==> src/rtl/quadrature_pkg.sv <==
// Shared encodings and the step classifier for the quadrature decoder.
// States are Gray-coded {A,B}; converting to binary turns a step into a mod-4 delta.
package quadrature_pkg;

  typedef enum logic [1:0] {
    S00 = 2'b00,
    S01 = 2'b01,
    S11 = 2'b11,
    S10 = 2'b10
  } qstate_t;

  typedef enum logic [1:0] {
    NONE    = 2'd0,
    UP      = 2'd1,
    DOWN    = 2'd2,
    ILLEGAL = 2'd3
  } step_t;

  localparam int NUM_CH = 2;
  localparam int CNT_W  = 4;

  // Position along the up sequence 00,01,11,10.
  function automatic logic [1:0] gray_idx(input qstate_t s);
    return {s[1], s[1] ^ s[0]};
  endfunction

  function automatic step_t classify(input qstate_t prev, input qstate_t cur);
    logic [1:0] d;
    d = gray_idx(cur) - gray_idx(prev);
    case (d)
      2'd0:    return NONE;
      2'd1:    return UP;
      2'd2:    return ILLEGAL;
      default: return DOWN;
    endcase
  endfunction

endpackage

==> src/rtl/sync_glitch_filter.sv <==
// Two-flop synchronizer followed by a run-length glitch filter for one channel.
// Valid rises once a first stable level has been seen after reset.
module sync_glitch_filter
  import quadrature_pkg::*;
#(
  parameter int FILTER_CYCLES = 3
) (
  input  logic Clk,
  input  logic ResetN,
  input  logic Din,
  output logic Level,
  output logic Valid
);

  localparam logic [CNT_W-1:0] LAST = CNT_W'(FILTER_CYCLES - 1);

  logic [1:0]       sync;
  logic [CNT_W-1:0] run;

  always_ff @(posedge Clk or negedge ResetN) begin
    if (!ResetN) begin
      sync  <= '0;
      run   <= '0;
      Level <= 1'b0;
      Valid <= 1'b0;
    end else begin
      sync <= {sync[0], Din};
      if (!Valid) begin
        // Before priming, Level tracks the candidate and the run measures its stability.
        if (sync[1] != Level) begin
          Level <= sync[1];
          run   <= '0;
        end else if (run == LAST) begin
          Valid <= 1'b1;
          run   <= '0;
        end else begin
          run <= run + 1'b1;
        end
      end else if (sync[1] != Level) begin
        if (run == LAST) begin
          Level <= sync[1];
          run   <= '0;
        end else begin
          run <= run + 1'b1;
        end
      end else begin
        run <= '0;
      end
    end
  end

endmodule

==> src/rtl/quadrature_decoder.sv <==
// Quadrature decoder: filtered A/B channels feed a step classifier and a
// saturating position counter with sticky illegal-transition flag.
module quadrature_decoder
  import quadrature_pkg::*;
#(
  parameter int COUNT_BIT_WIDTH = 8,
  parameter int FILTER_CYCLES   = 3
) (
  input  logic                       Clk,
  input  logic                       ResetN,
  input  logic                       EncA,
  input  logic                       EncB,
  input  logic                       Enable,
  input  logic                       ClearCount,
  input  logic                       ErrorClear,
  output logic [COUNT_BIT_WIDTH-1:0] Count,
  output logic                       Direction,
  output logic                       StepValid,
  output logic                       Error
);

  localparam logic [COUNT_BIT_WIDTH-1:0] CMAX = '1;

  logic [NUM_CH-1:0] enc, lvl, vld;
  qstate_t           cur, ref_st;
  step_t             cls;
  logic              primed;

  assign enc = {EncA, EncB};

  for (genvar ch = 0; ch < NUM_CH; ch++) begin : g_ch
    sync_glitch_filter #(.FILTER_CYCLES(FILTER_CYCLES)) u_filt (
      .Clk   (Clk),
      .ResetN(ResetN),
      .Din   (enc[ch]),
      .Level (lvl[ch]),
      .Valid (vld[ch])
    );
  end

  assign cur = qstate_t'(lvl);
  assign cls = classify(ref_st, cur);

  always_ff @(posedge Clk or negedge ResetN) begin
    if (!ResetN) begin
      Count     <= '0;
      Direction <= 1'b0;
      StepValid <= 1'b0;
      Error     <= 1'b0;
      primed    <= 1'b0;
      ref_st    <= S00;
    end else begin
      StepValid <= 1'b0;
      if (ErrorClear) Error <= 1'b0;
      if (!primed) begin
        // Both channels must have a settled level before it becomes the reference.
        if (&vld) begin
          primed <= 1'b1;
          ref_st <= cur;
        end
      end else begin
        ref_st <= cur;
        case (cls)
          UP: begin
            Direction <= 1'b1;
            if (Enable) begin
              StepValid <= 1'b1;
              if (Count != CMAX) Count <= Count + 1'b1;
            end
          end
          DOWN: begin
            Direction <= 1'b0;
            if (Enable) begin
              StepValid <= 1'b1;
              if (Count != '0) Count <= Count - 1'b1;
            end
          end
          ILLEGAL: Error <= 1'b1;
          default: ;
        endcase
      end
      if (ClearCount) Count <= '0;
    end
  end

endmodule

==> config.mk <==
export PLATFORM = sky130hd
export DESIGN_NAME = quadrature_decoder
export DESIGN_NICKNAME = d
export VERILOG_FILES = /design/src/rtl/quadrature_pkg.sv /design/src/rtl/sync_glitch_filter.sv /design/src/rtl/quadrature_decoder.sv
export SDC_FILE = /design/constraint.sdc
export NUM_CORES = 1
export LEC_CHECK = 0
export BUFFER_PORTS_ARGS = -buffer_cell sky130_fd_sc_hd__buf_2
export CAP_MARGIN = 20
export CORE_UTILIZATION = 30
export CTS_CLUSTER_DIAMETER = 150
export DETAILED_ROUTE_END_ITERATION = 6
export PLACE_DENSITY_LB_ADDON = 0.3
export SKIP_CTS_REPAIR_TIMING = 1
export SYNTH_ARGS = -nofsm -noshare
export SYNTH_HDL_FRONTEND = slang
export SYNTH_SLANG_ARGS = --single-unit
==> constraint.sdc <==
create_clock -name Clk -period 4.1 [get_ports Clk]
set_clock_uncertainty 0.2 [all_clocks]
set_input_delay 1.025 -clock Clk [delete_from_list [all_inputs] [get_ports Clk]]
set_output_delay 1.025 -clock Clk [all_outputs]
set_load 0.02 [all_outputs]
* After elaboration in Yosys (flattened, before gate mapping) *
Index checks and enable logic that the tools add are counted.

operators by class
  reductions and logical operators = 12
  div/mod/pow operators = 0
  equality and inequality tests = 16
  magnitude comparators = 0
  add/sub/neg operators = 5
  shifts and indexed selects = 0
  mux-type cells = 41
  bitwise operators = 2
  multipliers = 0

operators with widths
  kind                 number
  $mux 8               6
  $mux 4               8
  $mux 1               22
  $pmux 8 s2           1
  $ne 3x3->1 const B   4
  $add 4x1->4 const B  2
  $add 8x1->8 const B  1
  $eq 4x2->1 const B   2
  $ne 8x8->1 const B   1
  $reduce_and 2->1     4
  $reduce_bool 8->1    1
  $sub 8x1->8 const B  1
  $eq 2x2->1 const B   3
  $pmux 2 s3           1
  $reduce_and 6->1     1
  $reduce_bool 2->1    3
  $eq 2x1->1 const B   2
  $mux 2               2
  $ne 2x2->1 const B   2
  $reduce_bool 3->1    1
  $logic_not 2->1      1
  $ne 1x1->1           2
  $pmux 1 s2           1
  $reduce_or 2->1      1
  other kinds (2)      3

word-level totals
  logic and storage cells = 90
  latch bits = 0
  flip-flop bits (word level) = 30
  memories kept = 0
  input bits = 7
  memory bits (read-only) = 0
  output and inout port bits = 11
  memory bits (writable) = 0

* Depth between registers and ports, before layout *
Gate-level depths: netlist (run 1).

  word-level depth = 8
  depth in mapped cells = 12
  depth with buffers taken out = 11

* Hierarchy *
A second synthesis (run 1) with hierarchy kept.

second synthesis, totals
  cells, all modules = 142
  area, all modules = 1569.0 um2

modules (own cells, without submodules)
  module              area each (um2)  cells each  seq. area each (um2)  times used
  quadrature_decoder  935.9            94          350.3                 1
  sync_glitch_filter  316.6            24          200.2                 2

* Worst setup path after synthesis (run 1) *
No wires, ideal clock.

  path kind = flip-flop to flip-flop
  start point = register g_ch[1].u_filt.Level
  end point = register Count[7]
  stages on the path, launching flop included = 12
  required time = 3775 ps
  clock period less this slack = 3278 ps
  slack = 822 ps
  setup time = 125 ps
  path buffers = 1
  data arrival time = 2953 ps
  cell sequence = dfrtp_1 -> buf_6 -> xnor2_1 -> ha_1 -> xnor3_2 -> nor2_2 -> ha_1 -> a41oi_1 -> o22ai_1 -> a41oi_2 -> mux2i_1 -> mux2_2

between the ends
  longest elaborated chain between the ends = 8
  elaborated cells between the ends (all ways) = 17
  classes of those cells = 1 x add/sub; 8 x eq/ne; 4 x mux; 1 x bitwise; 3 x reduce/logical

ends and longest elaborated chain
  element                                   line                      text
  from (decl)                               sync_glitch_filter.sv:11  output logic Level,
  from (signal assigned)                    sync_glitch_filter.sv:31  Level <= sync[1];
  from (signal assigned)                    sync_glitch_filter.sv:41  Level <= sync[1];
  $xor 1x1->1                               quadrature_pkg.sv:24      return {s[1], s[1] ^ s[0]};
  $sub 2x2->2 *                             quadrature_pkg.sv:29      d = gray_idx(cur) - gray_idx(prev);
  $eq 2x2->1, or another cell as far along  quadrature_pkg.sv:30      case (d)
  $pmux 2 s3 *                              quadrature_pkg.sv:30
  $eq 2x2->1 or $eq 2x1->1 (tied branches)  quadrature_decoder.sv:63  case (cls)
  $pmux 8 s2                                quadrature_decoder.sv:63
  $mux 8                                    quadrature_decoder.sv:55  if (!primed) begin
  $mux 8                                    quadrature_decoder.sv:82  if (ClearCount) Count <= '0;
  to (signal assigned)                      quadrature_decoder.sv:68  if (Count != CMAX) Count <= Count + 1'b1;
  to (signal assigned)                      quadrature_decoder.sv:75  if (Count != '0) Count <= Count - 1'b1;
  to (decl)                                 quadrature_decoder.sv:16  output logic [COUNT_BIT_WIDTH-1:0] Count,

Mark *: on every way between the ends. The rest lies on a longest branch, timed or not. The select of a mux whose other input is x is not followed.
A chain may end at the register's enable or synchronous reset.

* Final worst setup path (run 1) *
Same ends and word-level chain as after synthesis.

==> impl_metrics.csv, run 1 <==
group,metric,value,unit
yosys,ys_warn_count,0,
setup_path,cp_data_arrival_time,3500,ps
yosys,synth-seq-cells,30,
flow_run,cap_violations,0,
hold_path,hp-class,"flip-flop to flip-flop",
route,dr.pass1.iters,4,
route,ant_nets,0,
cts,cts_buffer_depth,2,
finish,seq_area,751,sq um
setup_path,slowest_delay,500,ps
cts,htree_levels,2,
yosys,syn_area,0.00161,sq mm
global_routing,grt_use_met3,4.02,%
sta,fmax,283,MHz
floorplanning,die_h,75.3,um
route,drc_errors,0,
sta,fin_ws,567,ps
setup_path,crit_chain,"xnor2_1 > ha_1 > xnor3_2 > nor2_2 > ha_1 > a41oi_1 > o22ai_1 > a41oi_2 > mux2i_1 > mux2_2",
sta,setup-violations-final,0,
floorplanning,dieArea,0.00566,sq mm
floorplanning,fp-row-count,26,
yosys,ys_types,44,
cts,cts_tree,"built",
yosys,synthCells,147,
global_routing,antenna_found_initial,0,
setup_path,start_kind,"flip-flop",
finish,area_growth,14.5,%
finish,final_common_cell,"dfrtp_1",
floorplanning,ios,18,
finish,fin_nets,183,
place,dp_hpwl,2130,um
cts,clk_pin_slew,70,ps
global_routing,grt.busiest_layer,"met2",
cts,clockRootBuffer,"clkbuf_8",
finish,multi_input_area,798,sq um
yosys,syn_area_per_cell,11.0,sq um
global_routing,use_met1,16.8,%
sta,post-route-period-util,86.2,%
global_routing,grt_use_met2,18.1,%
setup_path,cp_max_fo,11,
route,drt_wl_total,3110,um
sta,slew_viol_final,0,
finish,final_cell_mix,"dfrtp_1, buf_2, nor2_1",
setup_path,cp_data_required_time,4070,ps
route,vias_per_cell,4.80,
floorplanning,core_area,0.00514,sq mm
cts,clkLatencyLatePin,280,ps
route,wire_per_inst,13.1,um
yosys,synth_edf_count,0,
setup_path,crit_top_cell,"ha_1",
setup_path,worstSetupEndpointType,"flip-flop",
floorplanning,fp.dieW,75.3,um
yosys,synth-main-ff-cell,"dfrtp_1",
sta,fin_crit,3530,ps
global_routing,grt_max_degree,31,
sta,worst_pin_slew,694,ps
finish,drive_above_1_share,25.6,%
cts,cts_inserted_buffers,5,
yosys,synth_seq_area_share,46.6,%
yosys,syn_nets,163,
cts,cts.sink_count,30,
outcome,status,"complete, no violations",
sta,hold_violations,0,
sta,maxSlewHeadroom,53.8,%
sta,rsz0062_at_grt,"no",
global_routing,grt_pass1_vias,1102,
sta,final.setup.tns,0,ps
place,gp_congestion,0.758,
setup_path,path_class,"flip-flop to flip-flop",
yosys,synth_async_sr_flop_share,100,%
global_routing,grt_pass1_wl,5120,um
global_routing,grt_overflow,0,
route,vias,1142,
global_routing,track_usage,12.5,%
finish,n_fill_cell,530,
place,pre_cts_ws,579,ps
setup_path,cpMaxStageDelayCell,"xnor3_2",
finish,antennaDiodeCount,0,
floorplanning,initial_core_util,31.3,%
route,drt-initial-drc-count,37,
setup_path,ff2ff_setup_slack,570,ps
place,portBuffers,17,
[critical path, delay by kind of cell (launching register included)]
kind,cells,cell delay (ps)
compound gates,3,560
xor+xnor,2,670
fa+ha+maj,2,570
flops,1,450
mux,2,560
simple gates,1,410
[cells in the mapped netlist, types with 2 or more instances]
library cell	instances	area share, %
nor2_1	16	3.7
ha_1	9	7.0
a21oi_1	3	0.93
xor2_1	6	3.3
xnor2_1	8	4.4
mux2i_1	3	1.9
a31o_2	2	1.1
nand3b_1	2	0.93
mux2_2	6	4.2
a211oi_1	2	0.93
dfrtp_1	30	47
o22ai_1	3	1.2
nand4_1	2	0.78
a31oi_1	2	0.78
nand2_1	10	2.3
buf_6	2	1.4
nor2b_1	3	1.2
o21ai_0	2	0.62
nor3_1	2	0.62
nand3_1	3	0.93
a211o_1	2	1.1
inv_1	7	1.6
[kinds of logic after synthesis]
group                    count (synthesis)  synth area share (%)
AND/OR/NAND/NOR                         50                  16.6
flip-flops                              30                  46.6
AO/OA/AOI/OAI                           23                  10.9
XOR/XNOR                                15                  9.09
buffers and inverters                   11                  3.81
multiplexers                             9                  6.06
adder cells (fa/ha/maj)                  9                  6.99
[metal layers]
| metal | part of all wire (%) | up-vias |
|---|---|---|
| met2 | 44 | 23 |
| met3 | 5.2 | 9 |
| met4 | 1.4 | 0 |
| met5 | 0 | - |
| met1 | 49 | 549 |
| li1 | - | 561 |
[final cells by class]
cell class | count | area share, %
Timing Repair Buffer | 17 | 4.62
Inverter | 7 | 1.43
Tap cell | 70 | 4.75
Multi-Input combinational cell | 106 | 43.3
Sequential cell | 30 | 40.7
Clock inverter | 2 | 0.679
Clock buffer | 6 | 4.48
[per-stage QoR]
| step | utilization, % | std cells | area [sq um] | hold WS, ps |
|---|---|---|---|---|
| 2_1_floorplan | - | 147 | 1610 | 131 |
| 3_3_place_gp | 34.0 | 230 | 1750 | 140 |
| 3_5_place_dp | 34.0 | 230 | 1750 | 143 |
| 4_1_cts | 35.9 | 238 | 1840 | 163 |
| 5_1_grt | 35.9 | 238 | 1840 | 173 |
| 6_report | 35.9 | 238 | 1840 | 156 |
[registers in the layout, indices dropped and copies added, names as in the netlist]
signal             cells
StepValid              1
Direction              1
primed                 1
g_ch.u_filt.sync       4
g_ch.u_filt.run        8
ref_st                 2
Error                  1
g_ch.u_filt.Level      2
Count                  8
g_ch.u_filt.Valid      2
[worst paths after layout]
check	start	to	cells after the start
min in group asynchronous	ResetN	g_ch[1].u_filt.run[2]$_DFF_PN0_	1
worst max register to register	g_ch[1].u_filt.Level$_DFFE_PN0P_	Count[7]$_DFFE_PN0P_	10
max in group asynchronous	ResetN	Direction$_DFFE_PN0P_	1
worst min-delay path	g_ch[1].u_filt.sync[0]$_DFF_PN0_	g_ch[1].u_filt.sync[1]$_DFF_PN0_	0
worst max-delay path	g_ch[1].u_filt.Level$_DFFE_PN0P_	Count[7]$_DFFE_PN0P_	10
worst min register to register	g_ch[1].u_filt.sync[0]$_DFF_PN0_	g_ch[1].u_filt.sync[1]$_DFF_PN0_	0
Power of run 1 is not shown: default switching activity piles up to over one toggle a cycle in this logic, so the estimate is an artifact.
==> run 2, diff against run 1 <==
Settings changed: BUFFER_PORTS_ARGS -buffer_cell sky130_fd_sc_hd__buf_2 to -buffer_cell sky130_fd_sc_hd__clkbuf_2, CTS_BUF_LIST from default to sky130_fd_sc_hd__clkbuf_16.
==> impl_metrics.csv, run 2 (synthesized netlist as in run 1, its figures left out) <==
group,metric,value,unit
setup_path,slowest_delay,500,ps
finish,antennaDiodeCount,0,
setup_path,worstSetupEndpointType,"flip-flop",
route,drc_errors,0,
place,portBuffers,17,
setup_path,path_class,"flip-flop to flip-flop",
route,drt_wl_total,3100,um
global_routing,grt_overflow,0,
sta,fmax,286,MHz
setup_path,cp_max_fo,11,
floorplanning,die_h,75.3,um
floorplanning,fp-row-count,26,
finish,final_common_cell,"dfrtp_1",
setup_path,cpMaxStageDelayCell,"xnor3_2",
route,drt-initial-drc-count,56,
finish,fin_nets,183,
cts,cts_buffer_depth,2,
global_routing,grt_pass1_vias,1158,
sta,holdWs,146,ps
hold_path,hp-class,"flip-flop to flip-flop",
cts,clockRootBuffer,"clkbuf_16",
finish,area_growth,18.4,%
setup_path,cp_top_family,"XOR/XNOR gates",
cts,cts_inserted_buffers,5,
setup_path,cp_data_arrival_time,3450,ps
finish,drive_above_1_share,24.6,%
sta,fin_crit,3490,ps
sta,rsz0062_at_grt,"no",
flow_run,cap_violations,0,
route,wire_per_inst,13.1,um
floorplanning,fp.dieW,75.3,um
setup_path,critPathBufInv,0,
route,ant_nets,0,
cts,clk_pin_slew,50,ps
route,dr.pass1.iters,4,
sta,slew_viol_final,0,
sta,setup-violations-final,0,
setup_path,cp_data_required_time,4060,ps
global_routing,grt_pass1_wl,5260,um
global_routing,track_usage,13.0,%
global_routing,grt_max_degree,31,
finish,final_cell_mix,"dfrtp_1, clkbuf_2, nor2_1",
sta,maxSlewHeadroom,49.4,%
finish,top_regs,"Count: 8 flops, g_ch.u_filt.run: 8 flops, g_ch.u_filt.sync: 4 flops",
cts,cts_tree,"built",
cts,cts.sink_count,30,
setup_path,crit_chain,"xnor2_1 > ha_1 > xnor3_2 > nor2_2 > ha_1 > a41oi_1 > o22ai_1 > a41oi_2 > mux2i_1 > mux2_2",
floorplanning,core_area,0.00514,sq mm
setup_path,crit_top_cell,"ha_1",
route,vias_per_cell,4.78,
global_routing,antenna_found_initial,0,
cts,clkLatencyLatePin,280,ps
sta,post-route-period-util,85.1,%
setup_path,start_kind,"flip-flop",
outcome,status,"complete, no violations",
sta,hold_violations,0,
route,vias,1133,
place,dp_hpwl,2190,um
floorplanning,dieArea,0.00566,sq mm
cts,htree_levels,2,
place,gp_congestion,0.768,
sta,final.setup.tns,0,ps
floorplanning,ios,18,
floorplanning,initial_core_util,31.3,%
sta,worst_pin_slew,759,ps
==> run 2: area by class of cell <==
class | instances | area, sq um
fillers | 536 | 3230
multi-input cells | 106 | 798
flip-flops and latches | 30 | 751
clock buffers | 5 | 125
well taps | 70 | 87.6
repair buffers | 17 | 85.1
clock inverters | 2 | 33.8
inverters | 7 | 26.3
==> run 2: through the flow <==
step | worst slack (ps) | instance area (sq um) | instances | utilization, %
after floorplan | 822 | 1610 | 147 | -
after global placement | 647 | 1750 | 230 | 34.0
after detailed placement | 600 | 1750 | 230 | 34.0
after CTS | 598 | 1910 | 237 | 37.1
after global routing | 370 | 1910 | 237 | 37.1
final | 609 | 1910 | 237 | 37.1
==> run 2: path summary, 6_finish.rpt <==
path	slack (ps)	end	cells after the start	startpoint
worst max-delay path	610	Count[7]$_DFFE_PN0P_	10	g_ch[1].u_filt.Level$_DFFE_PN0P_
worst min-delay path	150	g_ch[1].u_filt.sync[1]$_DFF_PN0_	0	g_ch[1].u_filt.sync[0]$_DFF_PN0_
worst max register to register	610	Count[7]$_DFFE_PN0P_	10	g_ch[1].u_filt.Level$_DFFE_PN0P_
worst min register to register	150	g_ch[1].u_filt.sync[1]$_DFF_PN0_	0	g_ch[1].u_filt.sync[0]$_DFF_PN0_
max in group asynchronous	2600	g_ch[1].u_filt.Level$_DFFE_PN0P_	1	ResetN
min in group asynchronous	610	g_ch[1].u_filt.run[2]$_DFF_PN0_	1	ResetN
==> run 2: metal layers <==
layer  GRT usage, %  up-vias  routed length [um]
met5              0        -                   0
met4           7.00        0                  55
met3           5.35        6                 177
met2           18.7       31                1380
met1           16.6      536                1490
li1               -      560                   -
Power of run 2 is left out for the same reason.
==> run 3, diff against run 2 <==
Settings changed: SYNTH_HIERARCHICAL from default to 1.
==> impl_metrics.csv, run 3 <==
group,metric,value,unit
finish,n_fill_cell,504,
route,vias_per_cell,4.97,
setup_path,cpMaxStageDelayCell,"dfrtp_1",
finish,final_cell_mix,"dfrtp_1, clkbuf_2, nor2_1",
floorplanning,dieArea,0.00552,sq mm
finish,area_growth,18.7,%
global_routing,antenna_found_initial,0,
place,gp_congestion,0.890,
flow_run,cap_violations,0,
route,ant_nets,0,
setup_path,path_class,"flip-flop to flip-flop",
setup_path,start_kind,"flip-flop",
sta,final.setup.tns,0,ps
route,dr.pass1.iters,4,
setup_path,cp_data_arrival_time,3280,ps
yosys,yosys-top-cells-area,"dfrtp_1, mux2_2, ha_1",
setup_path,r2r_end,"Count[7]$_DFFE_PN0P_",
yosys,synth_top_area_share,47.8,%
finish,postLayoutCoreUtil,38.2,%
sta,rsz0062_at_grt,"no",
setup_path,reg2reg_from,"ref_st[1]$_DFFE_PN0P_",
sta,post-route-period-util,81.2,%
setup_path,rr_worst_depth,10,
setup_path,cp_max_fo,11,
global_routing,grt_pass1_vias,1253,
hold_path,hp-class,"flip-flop to flip-flop",
place,dp_hpwl,2360,um
setup_path,slowest_delay,410,ps
sta,hold_violations,0,
yosys,synth-seq-cells,30,
setup_path,ff2ff_setup_slack,770,ps
sta,maxSlewHeadroom,50.6,%
yosys,synth_top_area_cell,"dfrtp_1",
cts,htree_levels,2,
floorplanning,ios,18,
finish,drive_above_1_share,22.6,%
cts,cts_inserted_buffers,5,
setup_path,critPathBufInv,0,
yosys,syn_area_per_cell,11.0,sq um
yosys,synth_seq_area_share,47.8,%
outcome,status,"complete, no violations",
route,drc_errors,0,
sta,fmax,300,MHz
floorplanning,die_h,74.3,um
place,portBuffers,17,
sta,slew_viol_final,0,
setup_path,crit_chain,"xor2_1 > ha_1 > xnor3_2 > nor2_4 > ha_1 > a41oi_1 > o22ai_1 > a41oi_1 > mux2i_1 > mux2_2",
route,vias,1148,
hold_path,hold_path_depth,0,
finish,top_regs,"Count: 8 flops, g_ch.u_filt/run: 8 flops, g_ch.u_filt/sync: 4 flops",
global_routing,grt_overflow,0,
global_routing,grt_pass1_wl,5580,um
finish,final_common_cell,"dfrtp_1",
finish,fin_nets,175,
cts,clk_pin_slew,50,ps
cts,cts_tree,"built",
sta,setup-violations-final,0,
setup_path,crit_start,"ref_st[1]$_DFFE_PN0P_",
yosys,syn_nets,154,
yosys,ys_types,41,
floorplanning,core_area,0.00488,sq mm
yosys,synth-main-ff-cell,"dfrtp_1",
setup_path,worstSetupEndpointType,"flip-flop",
floorplanning,fp.dieW,74.3,um
yosys,ys_warn_count,6,
floorplanning,initial_core_util,32.2,%
finish,antennaDiodeCount,0,
sta,worst_pin_slew,741,ps
floorplanning,fp-row-count,25,
global_routing,grt_max_degree,31,
setup_path,cp_data_required_time,4050,ps
hold_path,hold_end,"g_ch[1].u_filt/sync[1]$_DFF_PN0_",
yosys,yosys-top-cells-count,"dfrtp_1, nor2_1, xnor2_1, xor2_1",
cts,clkLatencyLatePin,270,ps
yosys,synth_edf_count,0,
global_routing,track_usage,13.4,%
cts,clockRootBuffer,"clkbuf_16",
sta,fin_crit,3330,ps
route,drt-initial-drc-count,46,
setup_path,cp_top_family,"compound AO/OA/AOI/OAI gates",
hold_path,holdCritStartpoint,"g_ch[1].u_filt/sync[0]$_DFF_PN0_",
yosys,post-synth-top-count-cell,"dfrtp_1",
yosys,synth_async_sr_flop_share,100,%
yosys,synthCells,142,
cts,cts.sink_count,30,
cts,cts_buffer_depth,2,
route,wire_per_inst,13.7,um
yosys,syn_area,0.00157,sq mm
route,drt_wl_total,3170,um
==> run 3: cell type report <==
class,instances,area [sq um],area share [%]
Clock inverter,3,11.3,0.605
Tap cell,67,83.8,4.50
Sequential cell,30,751,40.3
Clock buffer,5,125,6.72
Timing Repair Buffer,17,85.1,4.57
Inverter,6,22.5,1.21
Multi-Input combinational cell,103,783,42.1
==> run 3: kinds of logic (layout without fill, tap and decap cells) <==
logic type,count (synthesis),after routing,synth area share (%)
multiplexers,11,11,7.66
AO/OA/AOI/OAI,26,26,12.0
XOR/XNOR,15,15,9.33
buffers and inverters,9,31,2.23
flip-flops,30,30,47.8
AND/OR/NAND/NOR,46,46,17.0
adder cells (fa/ha/maj),5,5,3.99
==> run 3: stage by stage <==
stage	instances	worst slack, ps	hold slack (ps)	cell area (sq um)
2_1_floorplan	142	1110	131	1570
3_3_place_gp	223	946	133	1730
3_5_place_dp	223	801	135	1730
4_1_cts	231	782	144	1860
5_1_grt	231	613	150	1860
6_report	231	770	142	1860
==> run 3: routing by layer <==
metal | vias to the layer above | GRT usage (%) | wire (um)
li1 | 558 | - | -
met4 | 0 | 5.45 | 53
met2 | 28 | 23.7 | 1630
met1 | 553 | 15.1 | 1370
met5 | - | 0 | 0
met3 | 9 | 3.93 | 115
==> run 3: worst max path at each step <==
stage | depth (start not counted) | end | slack [ps]
after floorplan | 10 | Count[7]$_DFFE_PN0P_ | 1110
after global placement | 10 | Count[7]$_DFFE_PN0P_ | 950
after detailed placement | 10 | Count[7]$_DFFE_PN0P_ | 800
after CTS | 10 | Count[7]$_DFFE_PN0P_ | 780
after global routing | 10 | Count[7]$_DFFE_PN0P_ | 610
final | 10 | Count[7]$_DFFE_PN0P_ | 770
==> run 3: worst register-to-register path: stages, from the launching register on <==
cell     delay [ps]
dfrtp_1         410
xor2_1          200
ha_1            200
xnor3_2         350
nor2_4          280
ha_1            350
a41oi_1         230
o22ai_1         140
a41oi_1         280
mux2i_1         230
mux2_2          350
Power of run 3 is left out for the same reason.
